===== src/rtl/scarv_soc_periph_bridge_pkg.sv =====
// Shared types and constants for the SoC peripheral bridge and peripheral top.
// Package scarv_soc_periph_pkg: bridge state enum, window size, defaults.
package scarv_soc_periph_pkg;

    typedef enum logic [1:0] {
        IDLE = 2'd0,
        FWD  = 2'd1,
        WAIT = 2'd2,
        RESP = 2'd3
    } bridge_state_t;

    localparam int          PERIPH_WINDOW_BITS = 16;
    localparam logic [31:0] PERIPH_BASE_DEF    = 32'h1000_0000;
    localparam int          TIMEOUT_CYCLES_DEF = 256;

    // True when addr falls in the 64KB window starting at base.
    function automatic logic in_window(
        input logic [31:0] addr,
        input logic [31:0] base
    );
        return addr[31:PERIPH_WINDOW_BITS] == base[31:PERIPH_WINDOW_BITS];
    endfunction

endpackage


===== src/rtl/scarv_soc_periph_bridge_if.sv =====
// CCX memory interface: request channel (req/gnt) and response (recv/ack).
// REQ modport is the initiator, RSP modport is the target.
interface scarv_ccx_memif #(
    parameter int AW = 32
);
    logic          req;
    logic          gnt;
    logic          wen;
    logic [3:0]    strb;
    logic [31:0]   wdata;
    logic [AW-1:0] addr;
    logic          recv;
    logic          ack;
    logic          error;
    logic [31:0]   rdata;

    modport REQ (
        output req, wen, strb, wdata, addr, ack,
        input  gnt, recv, error, rdata
    );

    modport RSP (
        input  req, wen, strb, wdata, addr, ack,
        output gnt, recv, error, rdata
    );

endinterface


===== src/rtl/scarv_soc_periph_bridge.sv =====
// Single-outstanding registered bridge from the CPU memif to the peripherals.
// Optional hung-transaction timeout: SCARV_SOC_PERIPH_BRIDGE_TIMEOUT_EN.
module scarv_soc_periph_bridge
    import scarv_soc_periph_pkg::*;
#(
    parameter logic [31:0] PERIPH_BASE    = PERIPH_BASE_DEF,
    parameter int          TIMEOUT_CYCLES = TIMEOUT_CYCLES_DEF,
    parameter int          TW             = 9
) (
    input  logic           g_clk,
    input  logic           g_resetn,
    output logic           g_clk_req,
    scarv_ccx_memif.RSP    memif_cpu,
    scarv_ccx_memif.REQ    memif_periph
);

    if ((TIMEOUT_CYCLES < 2) || (TIMEOUT_CYCLES >= (1 << TW)) ||
        (PERIPH_BASE[15:0] != 16'h0)) begin : g_bad_cfg
        $error("scarv_soc_periph_bridge: bad parameter set");
    end

    bridge_state_t state_q;
    bridge_state_t state_d;

    logic        gnt_q;
    logic        recv_q;
    logic        preq_q;
    logic        pack_q;

    logic [31:0] addr_q;
    logic [31:0] wdata_q;
    logic [31:0] rdata_q;
    logic [3:0]  strb_q;
    logic        wen_q;
    logic        err_q;

    logic        stale_q;
    logic        stale_d;

    logic        cpu_xfer;
    logic        cpu_done;
    logic        per_xfer;
    logic        per_done;
    logic        hit;
    logic        timeout;
    logic        to_fire;

    // Handshake detection against the registered side of each channel.
    always_comb begin
        cpu_xfer = memif_cpu.req && gnt_q;
        cpu_done = recv_q && memif_cpu.ack;
        per_xfer = preq_q && memif_periph.gnt;
        per_done = pack_q && memif_periph.recv;
        hit      = in_window(memif_cpu.addr, PERIPH_BASE);
    end

    // Next-state logic; a completing handshake beats a same-cycle timeout.
    always_comb begin
        state_d = state_q;
        to_fire = 1'b0;
        unique case (state_q)
            IDLE: begin
                if (cpu_xfer) begin
                    state_d = hit ? FWD : RESP;
                end
            end
            FWD: begin
                if (per_xfer) begin
                    state_d = WAIT;
                end else if (timeout) begin
                    state_d = RESP;
                    to_fire = 1'b1;
                end
            end
            WAIT: begin
                if (per_done) begin
                    state_d = RESP;
                end else if (timeout) begin
                    state_d = RESP;
                    to_fire = 1'b1;
                end
            end
            RESP: begin
                if (cpu_done) begin
                    state_d = IDLE;
                end
            end
            default: state_d = IDLE;
        endcase
    end

`ifdef SCARV_SOC_PERIPH_BRIDGE_TIMEOUT_EN
    localparam logic [TW-1:0] CNT_LAST = TW'(TIMEOUT_CYCLES - 1);

    logic [TW-1:0] cnt_q;

    assign timeout = ((state_q == FWD) || (state_q == WAIT)) &&
                     (cnt_q == CNT_LAST);

    // Cycle counter covering the time spent in FWD and WAIT.
    always_ff @(posedge g_clk or negedge g_resetn) begin
        if (!g_resetn) begin
            cnt_q <= '0;
        end else if ((state_q == IDLE) && (state_d == FWD)) begin
            cnt_q <= '0;
        end else if ((state_q == FWD) || (state_q == WAIT)) begin
            cnt_q <= cnt_q + 1'b1;
        end
    end

    // A WAIT timeout leaves one response owed; it is swallowed later.
    always_comb begin
        stale_d = stale_q;
        if ((state_q == WAIT) && to_fire) begin
            stale_d = 1'b1;
        end else if (stale_q && per_done) begin
            stale_d = 1'b0;
        end
    end

    // Stale flag register.
    always_ff @(posedge g_clk or negedge g_resetn) begin
        if (!g_resetn) begin
            stale_q <= 1'b0;
        end else begin
            stale_q <= stale_d;
        end
    end
`else
    assign timeout = 1'b0;
    assign stale_d = 1'b0;
    assign stale_q = 1'b0;
`endif

    // State register.
    always_ff @(posedge g_clk or negedge g_resetn) begin
        if (!g_resetn) begin
            state_q <= IDLE;
        end else begin
            state_q <= state_d;
        end
    end

    // Handshake outputs are flops decoded from the next state.
    always_ff @(posedge g_clk or negedge g_resetn) begin
        if (!g_resetn) begin
            gnt_q  <= 1'b0;
            preq_q <= 1'b0;
            pack_q <= 1'b0;
            recv_q <= 1'b0;
        end else begin
            gnt_q  <= (state_d == IDLE) && !stale_d;
            preq_q <= (state_d == FWD);
            pack_q <= (state_d == WAIT) || stale_d;
            recv_q <= (state_d == RESP);
        end
    end

    // Request capture and response capture registers.
    always_ff @(posedge g_clk or negedge g_resetn) begin
        if (!g_resetn) begin
            addr_q  <= '0;
            wdata_q <= '0;
            strb_q  <= '0;
            wen_q   <= 1'b0;
            rdata_q <= '0;
            err_q   <= 1'b0;
        end else if (cpu_xfer) begin
            addr_q  <= memif_cpu.addr;
            wdata_q <= memif_cpu.wdata;
            strb_q  <= memif_cpu.strb;
            wen_q   <= memif_cpu.wen;
            rdata_q <= '0;
            err_q   <= !hit;
        end else if ((state_q == WAIT) && per_done) begin
            rdata_q <= memif_periph.rdata;
            err_q   <= memif_periph.error;
        end else if (to_fire) begin
            rdata_q <= '0;
            err_q   <= 1'b1;
        end
    end

    assign memif_cpu.gnt      = gnt_q;
    assign memif_cpu.recv     = recv_q;
    assign memif_cpu.error    = err_q;
    assign memif_cpu.rdata    = rdata_q;

    assign memif_periph.req   = preq_q;
    assign memif_periph.addr  = addr_q;
    assign memif_periph.wdata = wdata_q;
    assign memif_periph.strb  = strb_q;
    assign memif_periph.wen   = wen_q;
    assign memif_periph.ack   = pack_q;

    assign g_clk_req = (state_q != IDLE) || memif_cpu.req || stale_q;

endmodule


===== src/flat_wrapper.sv =====
// flat-port wrapper written by rule: the top's interface ports become plain ports
module scarv_soc_periph_bridge_flat import scarv_soc_periph_pkg::*;
#(
    parameter logic [31:0] PERIPH_BASE    = PERIPH_BASE_DEF,
    parameter int          TIMEOUT_CYCLES = TIMEOUT_CYCLES_DEF,
    parameter int          TW             = 9
)
  (g_clk, g_resetn, g_clk_req, memif_cpu_req, memif_cpu_wen, memif_cpu_strb, memif_cpu_wdata, memif_cpu_addr, memif_cpu_ack, memif_cpu_gnt, memif_cpu_recv, memif_cpu_error, memif_cpu_rdata, memif_periph_req, memif_periph_wen, memif_periph_strb, memif_periph_wdata, memif_periph_addr, memif_periph_ack, memif_periph_gnt, memif_periph_recv, memif_periph_error, memif_periph_rdata);
  scarv_ccx_memif #(.AW(32)) memif_cpu_i ();
  scarv_ccx_memif #(.AW(32)) memif_periph_i ();
  input  logic g_clk;
  input  logic g_resetn;
  output logic g_clk_req;
  input wire logic [$bits(memif_cpu_i.req)-1:0] memif_cpu_req;
  input wire logic [$bits(memif_cpu_i.wen)-1:0] memif_cpu_wen;
  input wire logic [$bits(memif_cpu_i.strb)-1:0] memif_cpu_strb;
  input wire logic [$bits(memif_cpu_i.wdata)-1:0] memif_cpu_wdata;
  input wire logic [$bits(memif_cpu_i.addr)-1:0] memif_cpu_addr;
  input wire logic [$bits(memif_cpu_i.ack)-1:0] memif_cpu_ack;
  output wire logic [$bits(memif_cpu_i.gnt)-1:0] memif_cpu_gnt;
  output wire logic [$bits(memif_cpu_i.recv)-1:0] memif_cpu_recv;
  output wire logic [$bits(memif_cpu_i.error)-1:0] memif_cpu_error;
  output wire logic [$bits(memif_cpu_i.rdata)-1:0] memif_cpu_rdata;
  output wire logic [$bits(memif_periph_i.req)-1:0] memif_periph_req;
  output wire logic [$bits(memif_periph_i.wen)-1:0] memif_periph_wen;
  output wire logic [$bits(memif_periph_i.strb)-1:0] memif_periph_strb;
  output wire logic [$bits(memif_periph_i.wdata)-1:0] memif_periph_wdata;
  output wire logic [$bits(memif_periph_i.addr)-1:0] memif_periph_addr;
  output wire logic [$bits(memif_periph_i.ack)-1:0] memif_periph_ack;
  input wire logic [$bits(memif_periph_i.gnt)-1:0] memif_periph_gnt;
  input wire logic [$bits(memif_periph_i.recv)-1:0] memif_periph_recv;
  input wire logic [$bits(memif_periph_i.error)-1:0] memif_periph_error;
  input wire logic [$bits(memif_periph_i.rdata)-1:0] memif_periph_rdata;
  assign memif_cpu_i.req = memif_cpu_req;
  assign memif_cpu_i.wen = memif_cpu_wen;
  assign memif_cpu_i.strb = memif_cpu_strb;
  assign memif_cpu_i.wdata = memif_cpu_wdata;
  assign memif_cpu_i.addr = memif_cpu_addr;
  assign memif_cpu_i.ack = memif_cpu_ack;
  assign memif_cpu_gnt = memif_cpu_i.gnt;
  assign memif_cpu_recv = memif_cpu_i.recv;
  assign memif_cpu_error = memif_cpu_i.error;
  assign memif_cpu_rdata = memif_cpu_i.rdata;
  assign memif_periph_req = memif_periph_i.req;
  assign memif_periph_wen = memif_periph_i.wen;
  assign memif_periph_strb = memif_periph_i.strb;
  assign memif_periph_wdata = memif_periph_i.wdata;
  assign memif_periph_addr = memif_periph_i.addr;
  assign memif_periph_ack = memif_periph_i.ack;
  assign memif_periph_i.gnt = memif_periph_gnt;
  assign memif_periph_i.recv = memif_periph_recv;
  assign memif_periph_i.error = memif_periph_error;
  assign memif_periph_i.rdata = memif_periph_rdata;
  scarv_soc_periph_bridge #(.PERIPH_BASE(PERIPH_BASE), .TIMEOUT_CYCLES(TIMEOUT_CYCLES), .TW(TW)) u_core (.g_clk(g_clk), .g_resetn(g_resetn), .g_clk_req(g_clk_req), .memif_cpu(memif_cpu_i), .memif_periph(memif_periph_i));
endmodule

===== config.mk =====
export PLATFORM = sky130hd
export DESIGN_NAME = scarv_soc_periph_bridge_flat
export DESIGN_NICKNAME = d
export VERILOG_FILES = /design/src/rtl/scarv_soc_periph_bridge_pkg.sv /design/src/rtl/scarv_soc_periph_bridge_if.sv /design/src/rtl/scarv_soc_periph_bridge.sv /design/src/flat_wrapper.sv
export SDC_FILE = /design/constraint.sdc
export NUM_CORES = 1
export LEC_CHECK = 0
export CAP_MARGIN = 10
export CORE_ASPECT_RATIO = 1.75
export CORE_MARGIN = 1.5
export CORE_UTILIZATION = 35
export CTS_CLUSTER_DIAMETER = 40
export DETAILED_ROUTE_END_ITERATION = 10
export GPL_TIMING_DRIVEN = 0
export PLACE_DENSITY = 0.72
export SYNTH_ARGS = -nofsm -noshare
export SYNTH_HDL_FRONTEND = slang
export SYNTH_SLANG_ARGS = --single-unit

===== constraint.sdc =====
create_clock -name g_clk -period 2.4 [get_ports g_clk]
set_input_delay 0.48 -clock g_clk [delete_from_list [all_inputs] [get_ports g_clk]]
set_output_delay 0.48 -clock g_clk [all_outputs]
set_load 0.02 [all_outputs]

==> Yosys cells after proc, flatten, opt, wreduce, memory -nomap -nowiden <==
Index checks and enable logic that the tools add are counted.
Widths: inputs -> output; s select.
{ "totals": {"latchBits": 0, "ff_bits": 108, "mem_count": 0, "in_bits": 108, "romBits": 0, "mem_bits_rw": 0, "out_inout_bits": 107, "wordCells": 39} }
{ "classes": {"muxes": 10, "n_addsub": 0, "eq_ne": 7, "magnitude_cmp": 0, "n_div": 0, "bitwise_logic": 0, "shift": 0, "n_mul": 0, "reduce_logical": 11} }
{ "ops": {"columns": ["op", "count"], "rows": [
  ["$mux 32", 2],
  ["$eq 16x13->1 const B", 1],
  ["$mux 2", 5],
  ["$eq 2x2->1 const B", 4],
  ["$pmux 2 s4", 1],
  ["$logic_and 1x1->1", 5],
  ["$eq 2x1->1 const B", 2],
  ["$logic_not 2->1", 2],
  ["$reduce_bool 2->1", 2],
  ["$mux 1", 2],
  ["$logic_not 1->1", 1],
  ["$logic_or 1x1->1", 1]
]} }

==> Logic depth before layout (Yosys ltp) <==
Gate-level depths: netlist (run 1).
{ "logic_depth": {"depth_word": 5, "ltp_mapped": 6, "mapped_depth_nobuf": 5} }

==> Worst setup path after synthesis (run 1) <==
OpenSTA, ideal clock, no wires.
{ "synth_path": {"path_type": "reg2out", "from": "reg u_core.state_q[1]", "to": "out g_clk_req", "stages_incl_launch_ff": 3, "path_slack_ns": 0.969, "arrival_ns": 0.951, "path_buffers": 1, "t_required_ns": 1.920, "path_cell_list": "dfrtp_1 -> buf_4 -> or3_1"} }
{ "synth_via": {"elab_chain_len": 2} }
{ "synth_lines": {"columns": ["item", "line", "source"], "rows": [
  ["start: declaration", "scarv_soc_periph_bridge.sv:22", "bridge_state_t state_q;"],
  ["start signal: assignment", "scarv_soc_periph_bridge.sv:140", "state_q <= state_d;"],
  ["$reduce_bool 2->1", "scarv_soc_periph_bridge.sv:196", "assign g_clk_req = (state_q != IDLE) || memif_cpu.req || stale_q;"],
  ["$logic_or 1x1->1", "scarv_soc_periph_bridge.sv:196", null],
  ["end: declaration", "flat_wrapper.sv:13", "output logic g_clk_req;"]
]} }
Every way passes these cells.

==> Worst setup path in the final report (run 1) <==
{ "layout_path": {"from": "in memif_cpu_req", "to": "out g_clk_req"} }
{ "layout_via": {"elab_chain_len": 1} }
{ "layout_lines": {"columns": ["item", "line", "source"], "rows": [
  ["start: declaration", "flat_wrapper.sv:14", "input wire logic [$bits(memif_cpu_i.req)-1:0] memif_cpu_req;"],
  ["$logic_or 1x1->1", "scarv_soc_periph_bridge.sv:196", null]
]} }
Every way passes these cells.

==> run metrics, run 1 <==
grt ovf 0; Crit Path Max Fanout 3; pre-CTS setup slack a little over 0.1 ns; RSZ-0062 raised after global routing no; ratio of cells with drive above 1 in the final layout slightly above 6%; initial antenna violation count 0; most common cell after layout, fill and taps aside nand2_1; Startpoint Class primary input; Tcrit/Tclk final 94.8%; status finished, final reports clean; Final Max Slew Viols 0; CP bufs+invs 2; Critical Path Max Stage Delay about 0.56 ns; Post-Synthesis Cells about 470; Initial DRC Count about 120; delay-heaviest family, CP buffers and inverters; GR Layer Usage met3 approximately 4.3%; P_leak roughly 0.0032 µW; DR vias around 3900; FP Rows 52; post-route insts no fill around 830; CTS clk-pin slew, worst paths about 0.07 ns; Min Clock Period, post-route 2.27 ns; clk_skew 0.00852 ns; slowest stage cell, crit path clkdlybuf4s50_1; GRT busiest layer met2; GRT Overall Usage a little under a fifth; fillers just over 1000; Root Buffer clkbuf_16; routability congestion estimate 0.761; met2 GRT Util a little over a third; Hold Vio Cnt, Final 0; worst-margin pin slew 0.698 ns; drt total wl between 10000 and 15000 µm; Cells after DPL between 800 and 900; syn nets roughly 570; die area 0.0128 mm²; hold_ws 0.187 ns; Worst Hold Class in2async; crit path kind in2out; CTS tree done; hpwl dp 9360 µm; Final nets 800; largest net degree at the start of global routing 57; antenna-violating nets left 0; Synth Cell Area roughly 0.0042 mm²; Seq/Total Area, Yosys 63.9%; CTS max path bufs 2; # DRC 0; wire per inst approximately 15 µm; CP Capture Type output port; clk sink count around 110; post-CTS sizing 0; initial core utilization 36.3%; area grow syn2layout 63.3%; Pwr Total between 8000 and 9000 µW; M1 GR Usage 20.9%; Yosys reg bits 108; clock latency on the worst-skew pair about 0.34 ns; CP cell instances clkdlybuf4s50_1 > or3_1 > clkdlybuf4s50_1; Die X between 80 and 90 µm; Mapped Avg Cell Area between 9 and 10 µm²; setup violators final 0; num ports around 220; Worst Path Required between 1.5 and 2 ns; slack of the critical path around 0.13 ns; synth unique cells 24; vias in the first global route 3944; first-pass GRT wire length roughly 19000 µm; Antenna Cells 0; reg2reg path depth 4; CTS H-tree lvls 3; hold buffers post-CTS 0; max-cap violations 0; Ys Warns 0; CTS Buf Count 9; Port Buffers 214; most frequent cells in the layout nand2_1, clkdlybuf4s50_1, dfrtp_1, a21oi_1, buf_2; maximum vdd drop 0.896 mV; core area 0.0116 mm²; critical path's most frequent cell clkdlybuf4s50_1; Max Fclk 0.440 GHz; critical path depth 3; first-pass detailed-route iteration total 5; setup TNS 0 ns; Pwr Density between 1000 and 1500 mW/mm²; Slew headroom roughly 53%; Arrival @ worst endpoint between 1.5 and 2 ns; Vias/cell around 4.6; # Post-CTS Setup Buffers 0; die extent in y roughly 150 µm
[final cells by class]
type	count	area (µm²)	share of cell area, %
flip-flops and latches	108	2700	39.2
repair buffers	215	2170	31.4
multi-input cells	330	1390	20.1
clock buffers	11	243	3.52
well taps	135	169	2.45
plain buffers	26	126	1.83
clock inverters	4	97.6	1.41
inverters	2	7.51	0.109
[per-layer routing]
| layer | up-vias | part of all wire [%] |
|---|---|---|
| met1 | 1789 | 36 |
| li1 | 1902 | - |
| met2 | 143 | 55 |
| met4 | 0 | 3.1 |
| met5 | - | 0 |
| met3 | 25 | 6.3 |
[power breakdown]
group | internal (µW) | switching, µW | total (µW)
sequential | 2620 | 423 | 3040
combinational | 1980 | 2290 | 4270
clock | 1040 | 626 | 1670
total | 5650 | 3330 | 8980
[flip-flops by register name, indices dropped and copies added (netlist names)]
| name | flops |
|---|---|
| u_core.memif_periph.wdata | 32 |
| u_core.memif_periph.strb | 4 |
| u_core.memif_periph.ack | 1 |
| u_core.state_q | 2 |
| u_core.memif_cpu.rdata | 32 |
| u_core.memif_cpu.error | 1 |
| u_core.memif_periph.wen | 1 |
| u_core.memif_cpu.recv | 1 |
| u_core.memif_periph.req | 1 |
| u_core.memif_cpu.gnt | 1 |
| u_core.memif_periph.addr | 32 |
[cells in the mapped netlist (all sizes together)]
cell | n | share of area (%)
a21boi | 1 | 0.27
a21oi | 34 | 4.1
a31oi | 1 | 0.15
and2 | 3 | 0.44
and4 | 1 | 0.21
buf | 17 | 2.2
clkbuf | 9 | 0.80
dfrtp | 108 | 64
inv | 2 | 0.18
nand2 | 275 | 24
nand3 | 1 | 0.12
nand4 | 3 | 0.59
nor2 | 3 | 0.27
nor4 | 3 | 0.89
nor4b | 1 | 0.36
o211a | 1 | 0.24
o221a | 1 | 0.47
or2 | 1 | 0.15
or3 | 1 | 0.15
[final timing paths]
path | startpoint | to | slack [ns]
max in group asynchronous | g_resetn | u_core.memif_periph.wdata[13] | 1.50
min in group g_clk | u_core.memif_periph.addr[11] | u_core.memif_periph.addr[11] | 0.47
hold reg to reg | u_core.memif_periph.addr[11] | u_core.memif_periph.addr[11] | 0.47
hold / removal | g_resetn | u_core.memif_cpu.rdata[28] | 0.19
setup / recovery | memif_cpu_req | g_clk_req | 0.13
setup reg to reg | u_core.memif_cpu.gnt | u_core.memif_cpu.rdata[0] | 0.93
[kinds of logic (layout without fill, tap and decap cells)]
| kind of cell | Yosys count | count (layout) | synth area share [%] |
|---|---|---|---|
| simple gates | 292 | 292 | 27.6 |
| flops | 108 | 108 | 63.9 |
| compound gates | 38 | 38 | 5.24 |
| buf+inv | 28 | 258 | 3.17 |
[per-stage QoR]
stage | utilization [%] | cell area (µm²)
after floorplan | - | 4230
after global placement | 56.1 | 6540
after detailed placement | 56.3 | 6560
after CTS | 59.3 | 6900
after global routing | 59.3 | 6900
final | 59.3 | 6900
No activity file was read; power rests on OpenSTA's default activity.
==> run 2, diff against run 1 <==
CORE_UTILIZATION = 43   (was 35)
PLACE_DENSITY = 0.86   (was 0.72)
REMOVE_ABC_BUFFERS = 1   (was not set)
==> run metrics, run 2 (synthesized netlist as in run 1, its figures left out) <==
Root Buffer clkbuf_16; Pwr Density ~1300 mW/mm²; Worst Setup EP g_clk_req; Critical Path Max Stage Delay ~0.55 ns; P_leak between 0.003 and 0.004 µW; Tcrit/Tclk final between 90% and 100%; Startpoint Class primary input; CP bufs+invs 2; hpwl dp 9030 µm; Crit Path Max Fanout 3; CTS max path bufs 2; DR vias ~4000; CTS tree done; CTS H-tree lvls 3; Worst Path Required about 1.9 ns; initial core utilization roughly 44%; Final Max Slew Viols 0; RSZ-0062 raised after global routing no; Min Clock Period, post-route 2.31 ns; ratio of cells with drive above 1 in the final layout roughly 4.8%; worst r2r dst u_core.memif_cpu.rdata[4]; Worst R2R Setup Slack 0.33 ns; CTS Buf Count 9; post-route insts no fill 795; # Post-CTS Setup Buffers 0; clk sink count roughly 110; Initial DRC Count between 150 and 200; slowest stage cell, crit path clkdlybuf4s50_1; clk_skew about 0.0086 ns; core area 0.00953 mm²; Clock Power Share a little under a fifth; first-pass detailed-route iteration total 4; routability congestion estimate roughly 0.75; setup violators final 0; crit path kind in2out; crit path launch memif_cpu_req; CP cell instances clkdlybuf4s50_1 > or3_1 > clkdlybuf4s50_1; area grow syn2layout 60.9%; maximum vdd drop about 0.66 mV; Antenna Cells 0; sequential power share 34.4%; first-pass GRT wire length between 15000 and 20000 µm; Comb pwr share 47.4%; antenna-violating nets left 0; critical path's most frequent cell clkdlybuf4s50_1; CP Capture Type output port; Final nets 776; Slew headroom 20.8%; switching power approximately 3400 µW; Arrival @ worst endpoint approximately 1.8 ns; Max Fclk about 0.43 GHz; # DRC 0; vias in the first global route between 4000 and 5000; Pint about 5600 µW; most frequent cells in the layout nand2_1, clkdlybuf4s50_1, dfrtp_1, a21oi_1, clkbuf_16; post-CTS sizing 0; GRT Overall Usage a little under a quarter; initial antenna violation count 0; drt total wl between 10000 and 15000 µm; FP Rows 47; largest net degree at the start of global routing a little over 60; Worst Hold Class in2async; status finished, final reports clean; clock latency on the worst-skew pair between 0.3 and 0.4 ns; Post-Route M1 WL 4480 µm; post-route cell area around 0.0068 mm²; Switching Fraction 37.7%; wire per inst approximately 15 µm; reg2reg path depth 4; max-cap violations 0; met3 wire len 708 µm; Cells after DPL between 700 and 800; Port Buffers between 200 and 250; Vias/cell between 4 and 5; hold buffers post-CTS 0; delay-heaviest family, CP buffers and inverters; worst-margin pin slew between 1 and 1.5 ns; die extent in y 134 µm; Post-DP Area between 0.006 and 0.007 mm²; most common cell after layout, fill and taps aside nand2_1; metal2 WL ~6600 µm; Hold Vio Cnt, Final 0; die area about 0.010 mm²; CTS clk-pin slew, worst paths approximately 0.070 ns; critical path depth 3; Die X approximately 78 µm; grt ovf 0; RR Startpoint u_core.state_q[0]; uppermost layer routed met4; num ports around 220
-- run 2: changes by cell type in the layout (fill, tap and decap cells not counted), sizes merged --
cell / change
buf: -15
bufinv: -1
clkbuf: -8
clkinv: +2
clkinvlp: -1
-- run 2: routing by layer --
| layer | global-route usage (%) | up-vias |
|---|---|---|
| li1 | - | 1849 |
| met1 | 25.9 | 1838 |
| met2 | 42.9 | 176 |
| met3 | 5.51 | 36 |
| met4 | 12.1 | 0 |
| met5 | 0 | - |
-- run 2: worst min-delay path by stage --
stage / endpoint / slack, ns / depth (start not counted)
2_1_floorplan: u_core.memif_cpu.error / 0.18 / 0
3_3_place_gp: u_core.memif_periph.wdata[27] / 0.46 / 2
3_5_place_dp: u_core.memif_periph.addr[0] / 0.46 / 2
4_1_cts: u_core.memif_cpu.recv / 0.19 / 1
5_1_grt: u_core.memif_cpu.recv / 0.22 / 1
6_report: u_core.memif_cpu.recv / 0.18 / 1
-- run 2: cell type report --
class | count | area [µm²]
Inverter | 2 | 7.51
Timing Repair Buffer | 217 | 2210
Sequential cell | 108 | 2700
Clock buffer | 12 | 267
Tap cell | 122 | 153
Multi-Input combinational cell | 330 | 1390
Clock inverter | 4 | 70.1
Fill cell | 730 | 2730
-- run 2: through the flow --
step	setup WS (ns)	hold slack, ns	setup TNS [ns]	utilization, %	total power, µW
floorplan	-0.573	0.184	-13.20	-	5110
global placement	-3.07	0.458	-487.95	67.1	7150
detailed placement	-0.0837	0.461	-0.207	67.8	7330
CTS	0.0917	0.191	0	71.4	8980
global route	0.0710	0.219	0	71.4	9410
finish	0.0903	0.184	0	71.4	8920
-- run 2: power groups by stage --
stage               Sequential, µW  Clock, µW  Combinational [µW]
finish                        3070       1620                4230
global route                  3160       1730                4530
CTS                           3070       1650                4260
detailed placement            3100          0                4240
global placement              3040          0                4110
floorplan                     4020          0                1090
-- run 2: worst reg2reg max path, cell delays in order (launching register included) --
cell and delay (ns):
dfrtp_1 0.43, inv_2 0.11, and4_1 0.99, nand2_1 0.27, a21oi_1 0.20
==> run 3, diff against run 2 <==
SLEW_MARGIN = 20   (was not set)
==> run metrics, run 3 (synthesized netlist as in run 1, its figures left out) <==
Die X approximately 78 µm; worst r2r dst u_core.memif_periph.ack; Pwr Total 8890 µW; Util after Layout a little under three quarters; Antenna Cells 0; Final Max Slew Viols 0; hold_ws between 0.07 and 0.08 ns; Port Buffers approximately 210; largest net degree at the start of global routing 73; Clock Power Share a little under a fifth; hold buffers post-CTS 0; Hold Vio Cnt, Final 0; most frequent cells in the layout nand2_1, clkdlybuf4s50_1, dfrtp_1, a21oi_1, clkbuf_16; num ports 215; initial core utilization about 44%; hpwl dp 8770 µm; antenna-violating nets left 0; # DRC 0; FP Rows 47; Slew headroom about two fifths; Root Buffer clkbuf_16; Pint about 5500 µW; setup TNS 0 ns; status finished, final reports clean; Worst Hold Class in2async; CTS tree done; clk sink count about 110; initial antenna violation count 0; CTS Buf Count 9; die area around 0.010 mm²; Final nets ~780; Arrival @ worst endpoint between 1.5 and 2 ns; clock latency on the worst-skew pair around 0.34 ns; CTS H-tree lvls 3; first-pass GRT wire length around 19000 µm; Worst R2R Setup Slack about 0.49 ns; crit path launch memif_cpu_req; # Post-CTS Setup Buffers 0; crit path kind in2out; max-cap violations 0; ratio of cells with drive above 1 in the final layout under 10%; Worst Setup EP g_clk_req; P_leak about 0.0032 µW; routability congestion estimate around 0.75; DR vias approximately 4000; first-pass detailed-route iteration total 4; Min Clock Period, post-route between 2 and 2.5 ns; CP Capture Type output port; maximum vdd drop between 0.6 and 0.7 mV; multi-input logic area roughly 0.0014 mm²; Tcrit/Tclk final between 90% and 100%; GRT Overall Usage about a quarter; most common cell after layout, fill and taps aside nand2_1; RSZ-0062 raised after global routing no; reg2reg path depth 4; worst-margin pin slew between 0.8 and 0.9 ns; wire per inst 15.2 µm; post-CTS sizing 0; die extent in y approximately 130 µm; sequential power share between 30 and 40%; Comb pwr share 47.2%; switching power ~3400 µW; drt total wl between 10000 and 15000 µm; Max Fclk between 0.4 and 0.5 GHz; grt ovf 0; Vias/cell 4.93; setup violators final 0; Startpoint Class primary input; clk_skew ~0.008 ns; Worst Path Required 1.92 ns; area grow syn2layout 60.6%; core area ~0.0095 mm²; Switching Fraction between 30 and 40%; vias in the first global route roughly 4000; CTS clk-pin slew, worst paths approximately 0.070 ns; Pwr Density between 1000 and 1500 mW/mm²; CTS max path bufs 2; fillers 711; Initial DRC Count ~190; Sequential Area ~0.0027 mm²; RR Startpoint u_core.state_q[0]; Crit Path Max Fanout 3
run 3: cell types whose count changed in the layout (fill, tap and decap cells not counted), sizes merged:
cell | before | now
buf | 4 | 3
run 3: through the flow:
step	instance area (µm²)	instances	worst slack, ns
after floorplan	4100	440	-0.573
after global placement	6390	776	-3.07
after detailed placement	6450	778	-0.124
after CTS	6790	794	0.0881
after global routing	6790	794	0.0254
final	6790	794	0.0933
run 3: worst max-delay path: stages:
cell             delay, ns
clkdlybuf4s50_1       0.47
or3_1                 0.33
clkdlybuf4s50_1       0.54
run 3: power by group through the flow:
stage,clock (µW),sequential (µW),combinational [µW]
floorplan,0,4020,1090
global placement,0,3040,4110
detailed placement,0,3100,4210
CTS,1650,3070,4230
global route,1730,3160,4500
finish,1620,3070,4200
run 3: worst min path at each step:
stage	startpoint	endpoint	slack, ns	cells after the start
2_1_floorplan	g_resetn	u_core.memif_cpu.error	0.18	0
3_3_place_gp	u_core.memif_periph.wdata[27]	u_core.memif_periph.wdata[27]	0.46	2
3_5_place_dp	g_resetn	u_core.memif_cpu.rdata[15]	0.46	1
4_1_cts	g_resetn	u_core.memif_periph.addr[28]	0.09	1
5_1_grt	g_resetn	u_core.memif_cpu.rdata[10]	0.10	1
6_report	g_resetn	u_core.memif_cpu.rdata[15]	0.08	1
run 3: routing by layer:
metal  vias up  routed length [µm]  part of all wire, %  track usage (%)
li1       1849                   -                    -                -
met1      1848                4300                   36             25.2
met2       185                6590                   55             42.3
met3        31                 779                  6.5             6.19
met4         0                 410                  3.4             11.1
met5         -                   0                    0                0
run 3: cell type report:
cell class                 count  area share (%)
clock buffer                  12            3.93
tap                          122            2.25
inverter                       2           0.111
sequential                   108            39.8
multi-input combinational    330            20.6
clock inverter                 4            1.03
timing repair buffer         216            32.3
